### src/rtl/frame_preproc_stream_pkg.sv
// Shared definitions for the streaming grayscale preprocessor: default weights,
// channel width, decimation pair states and the rounding-offset helper.
package preproc_pkg;

    localparam int CH_W_DEF      = 8;
    localparam int COEF_R_DEF    = 77;
    localparam int COEF_G_DEF    = 150;
    localparam int COEF_B_DEF    = 29;
    localparam int COEF_FRAC_DEF = 8;
    localparam int LINE_W_DEF    = 640;

    typedef enum logic {
        PAIR_IDLE = 1'b0,
        PAIR_HOLD = 1'b1
    } pair_state_t;

    // Half an LSB of the fixed-point weights, added before the right shift.
    function automatic int round_offset(input int frac);
        return 1 << (frac - 1);
    endfunction

endpackage

### src/rtl/frame_preproc_stream_if.sv
// Pixel stream bundle: data, valid/ready handshake and frame/line sideband.
interface frame_preproc_stream_if #(
    parameter int DATA_W = 24
) ();

    logic [DATA_W-1:0] data;
    logic              valid;
    logic              ready;
    logic              sof;
    logic              eol;

    modport master (output data, output valid, output sof, output eol, input ready);
    modport slave  (input data, input valid, input sof, input eol, output ready);

endinterface

### src/rtl/frame_preproc_stream_rgb2gray.sv
// Two-stage weighted RGB->gray datapath (products, then rounded sum) with an
// enable that freezes both stages, plus a sideband that travels alongside.
module rgb2gray_pipe
    import preproc_pkg::*;
#(
    parameter int CH_W      = CH_W_DEF,
    parameter int COEF_R    = COEF_R_DEF,
    parameter int COEF_G    = COEF_G_DEF,
    parameter int COEF_B    = COEF_B_DEF,
    parameter int COEF_FRAC = COEF_FRAC_DEF,
    parameter int SB_W      = 1
) (
    input  logic                clk,
    input  logic                rst_n,
    input  logic                i_en,
    input  logic                i_valid,
    input  logic [3*CH_W-1:0]   i_rgb,
    input  logic [SB_W-1:0]     i_sb,
    output logic                o_valid,
    output logic [CH_W+2:0]     o_gray,
    output logic [SB_W-1:0]     o_sb
);

    localparam int P_W = CH_W + COEF_FRAC + 1;
    localparam int S_W = CH_W + COEF_FRAC + 3;
    localparam logic [S_W-1:0] RND = S_W'(round_offset(COEF_FRAC));

    logic [P_W-1:0]  w_pr, w_pg, w_pb;
    logic [S_W-1:0]  w_sum;

    logic            r_v1;
    logic [P_W-1:0]  r_pr, r_pg, r_pb;
    logic [SB_W-1:0] r_sb1;
    logic            r_v2;
    logic [CH_W+2:0] r_gray;
    logic [SB_W-1:0] r_sb2;

    assign w_pr  = P_W'(i_rgb[3*CH_W-1:2*CH_W]) * P_W'(COEF_R);
    assign w_pg  = P_W'(i_rgb[2*CH_W-1:CH_W])   * P_W'(COEF_G);
    assign w_pb  = P_W'(i_rgb[CH_W-1:0])        * P_W'(COEF_B);
    assign w_sum = S_W'(r_pr) + S_W'(r_pg) + S_W'(r_pb) + RND;

    always_ff @(posedge clk or negedge rst_n) begin
        if (!rst_n) begin
            r_v1   <= 1'b0;
            r_pr   <= '0;
            r_pg   <= '0;
            r_pb   <= '0;
            r_sb1  <= '0;
            r_v2   <= 1'b0;
            r_gray <= '0;
            r_sb2  <= '0;
        end else if (i_en) begin
            r_v1   <= i_valid;
            r_pr   <= w_pr;
            r_pg   <= w_pg;
            r_pb   <= w_pb;
            r_sb1  <= i_sb;
            r_v2   <= r_v1;
            r_gray <= w_sum[S_W-1:COEF_FRAC];
            r_sb2  <= r_sb1;
        end
    end

    assign o_valid = r_v2;
    assign o_gray  = r_gray;
    assign o_sb    = r_sb2;

endmodule

### src/rtl/frame_preproc_stream.sv
// Streaming RGB->gray preprocessor: rigid 3-stage pipeline with backpressure,
// optional 2:1 horizontal averaging and a sticky line-length error flag.
module frame_preproc_stream
    import preproc_pkg::*;
#(
    parameter int CH_W      = CH_W_DEF,
    parameter int COEF_R    = COEF_R_DEF,
    parameter int COEF_G    = COEF_G_DEF,
    parameter int COEF_B    = COEF_B_DEF,
    parameter int COEF_FRAC = COEF_FRAC_DEF,
    parameter int LINE_W    = LINE_W_DEF
) (
    input  logic                    clk,
    input  logic                    rst_n,
    frame_preproc_stream_if.slave   i_pix,
    frame_preproc_stream_if.master  o_gray,
    input  logic                    i_cfg_decim,
    input  logic                    i_err_clr,
    output logic                    o_line_len_err
);

    localparam int CNT_W = $clog2(LINE_W + 1);

    logic              w_stall, w_en, w_accept, w_mode_in;
    logic              r_decim_mode;
    logic [2:0]        w_sb_in, w_sb2;
    logic              w_v2, w_mode2, w_sof2, w_eol2;
    logic [CH_W+2:0]   w_sum2;
    logic [CH_W-1:0]   w_sat;
    logic [CH_W:0]     w_avg_full;

    pair_state_t       r_state, w_state_nxt;
    logic [CH_W-1:0]   r_pair_buf, w_buf_nxt;
    logic              r_pair_sof, w_pair_sof_nxt;
    logic              w_fire, w_sof_out, w_eol_out;
    logic [CH_W-1:0]   w_dout;

    logic [CNT_W-1:0]  r_pix_cnt, w_cnt_cur;
    logic              w_len_bad;

    assign w_stall     = o_gray.valid && !o_gray.ready;
    assign w_en        = !w_stall;
    assign i_pix.ready = w_en;
    assign w_accept    = i_pix.valid && w_en;

    // The mode travels with each pixel so a mode switch at sof never
    // reinterprets pixels of the previous frame still in flight.
    assign w_mode_in = i_pix.sof ? i_cfg_decim : r_decim_mode;
    assign w_sb_in   = {w_mode_in, i_pix.sof, i_pix.eol};

    always_ff @(posedge clk or negedge rst_n) begin
        if (!rst_n) begin
            r_decim_mode <= 1'b0;
        end else if (w_accept && i_pix.sof) begin
            r_decim_mode <= i_cfg_decim;
        end
    end

    rgb2gray_pipe #(
        .CH_W      (CH_W),
        .COEF_R    (COEF_R),
        .COEF_G    (COEF_G),
        .COEF_B    (COEF_B),
        .COEF_FRAC (COEF_FRAC),
        .SB_W      (3)
    ) u_pipe (
        .clk     (clk),
        .rst_n   (rst_n),
        .i_en    (w_en),
        .i_valid (w_accept),
        .i_rgb   (i_pix.data[3*CH_W-1:0]),
        .i_sb    (w_sb_in),
        .o_valid (w_v2),
        .o_gray  (w_sum2),
        .o_sb    (w_sb2)
    );

    assign w_mode2    = w_sb2[2];
    assign w_sof2     = w_sb2[1];
    assign w_eol2     = w_sb2[0];
    assign w_sat      = (|w_sum2[CH_W+2:CH_W]) ? {CH_W{1'b1}} : w_sum2[CH_W-1:0];
    assign w_avg_full = {1'b0, r_pair_buf} + {1'b0, w_sat} + (CH_W+1)'(1);

    // S3: pairing FSM; a sof pixel always starts a fresh pair.
    always_comb begin
        w_state_nxt    = r_state;
        w_buf_nxt      = r_pair_buf;
        w_pair_sof_nxt = r_pair_sof;
        w_fire         = 1'b0;
        w_dout         = w_sat;
        w_sof_out      = w_sof2;
        w_eol_out      = w_eol2;
        if (w_v2) begin
            if (!w_mode2) begin
                w_fire      = 1'b1;
                w_state_nxt = PAIR_IDLE;
            end else if (r_state == PAIR_HOLD && !w_sof2) begin
                w_fire      = 1'b1;
                w_dout      = w_avg_full[CH_W:1];
                w_sof_out   = r_pair_sof | w_sof2;
                w_state_nxt = PAIR_IDLE;
            end else if (w_eol2) begin
                w_fire      = 1'b1;
                w_state_nxt = PAIR_IDLE;
            end else begin
                w_buf_nxt      = w_sat;
                w_pair_sof_nxt = w_sof2;
                w_state_nxt    = PAIR_HOLD;
            end
        end
    end

    always_ff @(posedge clk or negedge rst_n) begin
        if (!rst_n) begin
            r_state      <= PAIR_IDLE;
            r_pair_buf   <= '0;
            r_pair_sof   <= 1'b0;
            o_gray.valid <= 1'b0;
            o_gray.data  <= '0;
            o_gray.sof   <= 1'b0;
            o_gray.eol   <= 1'b0;
        end else if (w_en) begin
            r_state      <= w_state_nxt;
            r_pair_buf   <= w_buf_nxt;
            r_pair_sof   <= w_pair_sof_nxt;
            o_gray.valid <= w_fire;
            if (w_fire) begin
                o_gray.data <= w_dout;
                o_gray.sof  <= w_sof_out;
                o_gray.eol  <= w_eol_out;
            end
        end
    end

    // A sof beat counts as pixel 0 of its line regardless of the old count.
    assign w_cnt_cur = i_pix.sof ? '0 : r_pix_cnt;
    assign w_len_bad = w_accept && i_pix.eol && (w_cnt_cur != CNT_W'(LINE_W - 1));

    always_ff @(posedge clk or negedge rst_n) begin
        if (!rst_n) begin
            r_pix_cnt <= '0;
        end else if (w_accept) begin
            if (i_pix.eol) begin
                r_pix_cnt <= '0;
            end else if (w_cnt_cur != CNT_W'(LINE_W)) begin
                r_pix_cnt <= w_cnt_cur + CNT_W'(1);
            end else begin
                r_pix_cnt <= w_cnt_cur;
            end
        end
    end

    always_ff @(posedge clk or negedge rst_n) begin
        if (!rst_n) begin
            o_line_len_err <= 1'b0;
        end else if (w_len_bad) begin
            o_line_len_err <= 1'b1;
        end else if (i_err_clr) begin
            o_line_len_err <= 1'b0;
        end
    end

endmodule

### src/flat_wrapper.sv
// flat-port wrapper written by rule: the top's interface ports become plain ports
module frame_preproc_stream_flat import preproc_pkg::*;
#(
    parameter int CH_W      = CH_W_DEF,
    parameter int COEF_R    = COEF_R_DEF,
    parameter int COEF_G    = COEF_G_DEF,
    parameter int COEF_B    = COEF_B_DEF,
    parameter int COEF_FRAC = COEF_FRAC_DEF,
    parameter int LINE_W    = LINE_W_DEF
)
  (clk, rst_n, i_cfg_decim, i_err_clr, o_line_len_err, i_pix_data, i_pix_valid, i_pix_sof, i_pix_eol, i_pix_ready, o_gray_data, o_gray_valid, o_gray_sof, o_gray_eol, o_gray_ready);
  frame_preproc_stream_if #(.DATA_W(24)) i_pix_i ();
  frame_preproc_stream_if #(.DATA_W(8)) o_gray_i ();
  input  logic clk;
  input  logic rst_n;
  input  logic i_cfg_decim;
  input  logic i_err_clr;
  output logic o_line_len_err;
  input wire logic [$bits(i_pix_i.data)-1:0] i_pix_data;
  input wire logic [$bits(i_pix_i.valid)-1:0] i_pix_valid;
  input wire logic [$bits(i_pix_i.sof)-1:0] i_pix_sof;
  input wire logic [$bits(i_pix_i.eol)-1:0] i_pix_eol;
  output wire logic [$bits(i_pix_i.ready)-1:0] i_pix_ready;
  output wire logic [$bits(o_gray_i.data)-1:0] o_gray_data;
  output wire logic [$bits(o_gray_i.valid)-1:0] o_gray_valid;
  output wire logic [$bits(o_gray_i.sof)-1:0] o_gray_sof;
  output wire logic [$bits(o_gray_i.eol)-1:0] o_gray_eol;
  input wire logic [$bits(o_gray_i.ready)-1:0] o_gray_ready;
  assign i_pix_i.data = i_pix_data;
  assign i_pix_i.valid = i_pix_valid;
  assign i_pix_i.sof = i_pix_sof;
  assign i_pix_i.eol = i_pix_eol;
  assign i_pix_ready = i_pix_i.ready;
  assign o_gray_data = o_gray_i.data;
  assign o_gray_valid = o_gray_i.valid;
  assign o_gray_sof = o_gray_i.sof;
  assign o_gray_eol = o_gray_i.eol;
  assign o_gray_i.ready = o_gray_ready;
  frame_preproc_stream #(.CH_W(CH_W), .COEF_R(COEF_R), .COEF_G(COEF_G), .COEF_B(COEF_B), .COEF_FRAC(COEF_FRAC), .LINE_W(LINE_W)) u_core (.clk(clk), .rst_n(rst_n), .i_pix(i_pix_i), .o_gray(o_gray_i), .i_cfg_decim(i_cfg_decim), .i_err_clr(i_err_clr), .o_line_len_err(o_line_len_err));
endmodule
### config.mk
export PLATFORM = sky130hd
export DESIGN_NAME = frame_preproc_stream_flat
export DESIGN_NICKNAME = d
export VERILOG_FILES = /design/src/rtl/frame_preproc_stream_pkg.sv /design/src/rtl/frame_preproc_stream_if.sv /design/src/rtl/frame_preproc_stream_rgb2gray.sv /design/src/rtl/frame_preproc_stream.sv /design/src/flat_wrapper.sv
export SDC_FILE = /design/constraint.sdc
export NUM_CORES = 1
export LEC_CHECK = 0
export ABC_AREA = 1
export CAP_MARGIN = 20
export CORE_AREA = 5 5 153 155
export CTS_BUF_LIST = sky130_fd_sc_hd__clkbuf_4 sky130_fd_sc_hd__clkbuf_8
export DETAILED_ROUTE_END_ITERATION = 12
export DIE_AREA = 0 0 158 160
export GPL_ROUTABILITY_DRIVEN = 0
export SYNTH_ARGS = -nofsm -noshare
export SYNTH_HDL_FRONTEND = slang
export SYNTH_SLANG_ARGS = --single-unit
### constraint.sdc
create_clock -name clk -period 2.55 [get_ports clk]
set_input_delay 0.3825 -clock clk [delete_from_list [all_inputs] [get_ports clk]]
set_output_delay 0.3825 -clock clk [all_outputs]
set_load 0.03 [all_outputs]
==> metrics.md <==
| Metric | Value |
|---|---|
| Initial Utilization | `39.4%` |
| Share of cells above drive strength 1 | `27.3%` |
| Synth cell types | `40` |
| Setup Slack @ Placement | `-1.04 ns` |
| Failing checks | `negative setup slack` |
| Fmax | `0.364 GHz` |
| Worst path cell trace | `buf_8 > ha_4 > ha_4 > inv_2 > fa_1 > fa_1 > inv_2 > ha_4 > nand2_4 > a21oi_4 > o21ai_2 > nand3_2 > nor2_1 > o22ai_1` |
| Routed vias | `7290` |
| Die area | `25300 µm²` |
| Dpl hpwl | `15.3 mm` |
| Worst Setup Start Kind | `input port` |
| Fin crit share | `108%` |
| Most common cell on crit path | `ha_4` |
| Leakage | `5.67 nW` |
| Largest area contributor in the netlist | `dfrtp_1` |
| Die Wd | `158 µm` |
| Fin crit period | `2.75 ns` |
| Clock root buffer | `clkbuf_8` |
| Top post-synthesis cells by count | `270 x nand2_1, 193 x inv_1, 136 x ha_1` |
| Vias per inst | `4.81` |
| CTS Buffer Depth | `2` |
| Synthesis-stage register bit count | `94` |
| Largest cells by area after synthesis | `dfrtp_1 28%, ha_1 20%, nand2_1 12%` |
| Placement Rows | `54` |
| Reg clk slew, reported paths | `0.10 ns` |
| Setup WS post-layout | `-0.199 ns` |
| Die height | `160 µm` |
| Vias in the first global route | `7269` |
| Critical path type | `input port to flip-flop` |
| Ant diodes | `0` |
| Largest net degree at the start of global routing | `69` |
| Total I/O pin count | `45` |
| Endpoint type of the worst setup path | `flip-flop` |
| H-tree Lvls | `3` |
| Slew @ Worst Pin | `0.702 ns` |
| P per Cell Area | `1440 nW/µm²` |
| Warnings from Yosys | `0` |
| CTS tree | `yes` |
| Placed Cells | `1493` |
| CP max-delay cell | `fa_1` |
| CTS sink count | `94` |
| Final setup violation count | `18` |
| Total power | `16.4 mW` |
| First-pass GRT wire length | `33.4 mm` |
| Final Cell Area | `11400 µm²` |
| Drt first pass iters | `4` |
| DR WL/cell | `13.3 µm` |
| Crit-path max FO | `4` |
| Slew HR | `53.2%` |
| Primary FF master, synth | `dfrtp_1` |
| Final Hold Viols | `0` |
| Residual overflow from global routing | `0` |
| Fraction of registers with async set/reset | `100%` |
| Sequential share of the synthesized area | `27.6%` |
| Net Count, Synth | `1311` |
| RSZ-0062 raised after global routing | `true` |
| Non-filler cells, final | `1515` |
| DR iter-0 viols | `316` |
| Yosys top cell area share | `27.6%` |
| Slew Viols, Final | `0` |
| Peak VDD IR | `1020 µV` |
| Placeable core region | `21700 µm²` |
| Outcome | `finished, violations left` |
| Final WL | `20.1 mm` |
| DRC Markers | `0` |
| Count leader, synth | `nand2_1` |
| PortBufs | `44` |
| Synth-to-layout area growth | `33.9%` |
| GRT Resource Usage Total | `15.9%` |
| Crit-path leading delay family | `adder cells` |
| Clk_skew | `0.0184 ns` |
| Worst Hold Class | `input port to flip-flop` |
| Mapped Cells | `1104` |
| Worst path max stage delay | `0.52 ns` |
| Initial antenna violation count | `0` |
| Total CTS buffers | `9` |
| Crit path required time | `2.79 ns` |
| Crit path DAT | `2.99 ns` |
| Hold WS | `0.441 ns` |
| Buf/Inv on CP | `3` |
| Placed inst area | `10200 µm²` |
| Post-detailed-route count of antenna-violating nets | `0` |
| Area of the mapped netlist | `8540 µm²` |
| Post-synth EDFFs | `0` |
| Max Cap Violations | `0` |
| Worst skew pair latency | `0.38 ns` |
| Avg Inst Size Synth | `7.73 µm²` |
| Final net count | `1437` |
| Filler Cells Inserted | `1980` |
worst min-delay path, stage by stage:
cell,delay [ns]
buf_6,0.07
buf_4,0.11
ha_1,0.11
nand2_1,0.05
o21ai_1,0.06
cells in the final DEF (no fill, tap or decap), drive strengths merged:
| cell type | count |
|---|---|
| a32o | 1 |
| nand2 | 276 |
| or2 | 4 |
| ha | 136 |
| bufinv | 2 |
| clkinv | 1 |
| nand3 | 55 |
| dfrtp | 94 |
| o211ai | 1 |
| dlygate4sd3 | 1 |
| clkinvlp | 2 |
| nor4 | 1 |
| xnor2 | 9 |
| and2 | 1 |
| o221ai | 1 |
| nor2 | 78 |
| clkdlybuf4s50 | 20 |
| o22ai | 6 |
| dlygate4sd2 | 8 |
| a211oi | 2 |
| o21ai | 82 |
| nor3 | 1 |
| clkdlybuf4s15 | 3 |
| nand4 | 11 |
| a21o | 2 |
| inv | 208 |
| xor2 | 10 |
| a31oi | 9 |
| buf | 97 |
| o21bai | 5 |
| clkbuf | 11 |
| nand3b | 9 |
| o22a | 1 |
| a21oi | 46 |
| a21boi | 2 |
| fa | 39 |
per-stage QoR:
stage                     setup TNS, ns  util, %
after floorplan                   -3.45        -
after global placement           -23.56     47.2
after detailed placement         -24.38     47.2
after CTS                         -1.58     49.9
after global routing              -3.42     52.7
final                             -1.68     52.7
final timing paths:
path	depth (start not counted)	startpoint	to	slack (ns)
min	5	i_pix_data[2]	u_core.u_pipe.r_pb[2]$_DFFE_PN0N_	0.44
max in group asynchronous	3	rst_n	u_core.u_pipe.r_pb[12]$_DFFE_PN0N_	1.32
min in group asynchronous	2	rst_n	u_core.o_gray.data[1]$_DFFE_PN0P_	0.52
max reg2reg	14	u_core.u_pipe.r_pr[6]$_DFFE_PN0N_	u_core.u_pipe.o_gray[4]$_DFFE_PN0N_	0.12
max	14	i_pix_data[21]	u_core.u_pipe.r_pr[12]$_DFFE_PN0N_	-0.20
min reg2reg	2	u_core.o_gray.data[6]$_DFFE_PN0P_	u_core.o_gray.data[6]$_DFFE_PN0P_	0.48
layout make-up:
type                       instances  area, µm²  share of cell area [%]
inverter                         207        788                    6.90
clock inverter                     6       92.6                   0.810
tap                              280        350                    3.06
timing repair buffer             130       1100                    9.63
clock buffer                      10        138                    1.20
multi-input combinational        788       6610                    57.8
sequential                        94       2350                    20.6
routing by layer:
metal	vias up	share of wire [%]	wire length, µm	global-route usage [%]
met2	87	50	10000	27.3
met5	-	0	0	0
met1	3386	46	9210	20.6
met4	0	2.3	465	5.31
met3	31	2.2	449	1.92
li1	3786	-	-	-
cell families (layout without fill, tap and decap cells):
family	count (synthesis)	in the layout	share of synthesized area [%]
AOI/OAI and AO/OA	158	158	9.98
buffers and inverters	222	353	9.97
adders and majority gates	175	175	29.1
xor gates and xnor gates	19	19	1.95
DFF	94	94	27.6
and+or+nand+nor	436	436	21.5
report_power, final:
part / internal, mW / leakage, nW / switching [mW] / total, mW
clock network: 0.588 / 0.115 / 0.564 / 1.15
logic: 5.64 / 4.41 / 7.19 / 12.8
registers: 2.15 / 1.14 / 0.314 / 2.46
total: 8.38 / 5.67 / 8.07 / 16.4
state kept, by name, indices dropped and copies added (netlist names):
signal and cells:
u_core.o_gray.data 8, u_core.o_gray.eol 1, u_core.o_gray.sof 1, u_core.o_gray.valid 1, u_core.o_line_len_err 1, u_core.r_decim_mode 1
u_core.r_pair_buf 8, u_core.r_pair_sof 1, u_core.r_pix_cnt 10, u_core.r_state 1, u_core.u_pipe.o_gray 10, u_core.u_pipe.o_sb 3
u_core.u_pipe.o_valid 1, u_core.u_pipe.r_pb 13, u_core.u_pipe.r_pg 15, u_core.u_pipe.r_pr 15, u_core.u_pipe.r_sb1 3, u_core.u_pipe.r_v1 1
what timing repair did:
action	4_1_cts	5_1_grt
hold buffers	1	0
endpoints found under the hold margin	11	0
pin swaps	60	72
setup buffers	2	3
resized for setup	135	114
setup endpoints to repair	33	34
Note: power is estimated with default switching activity, not from simulation.
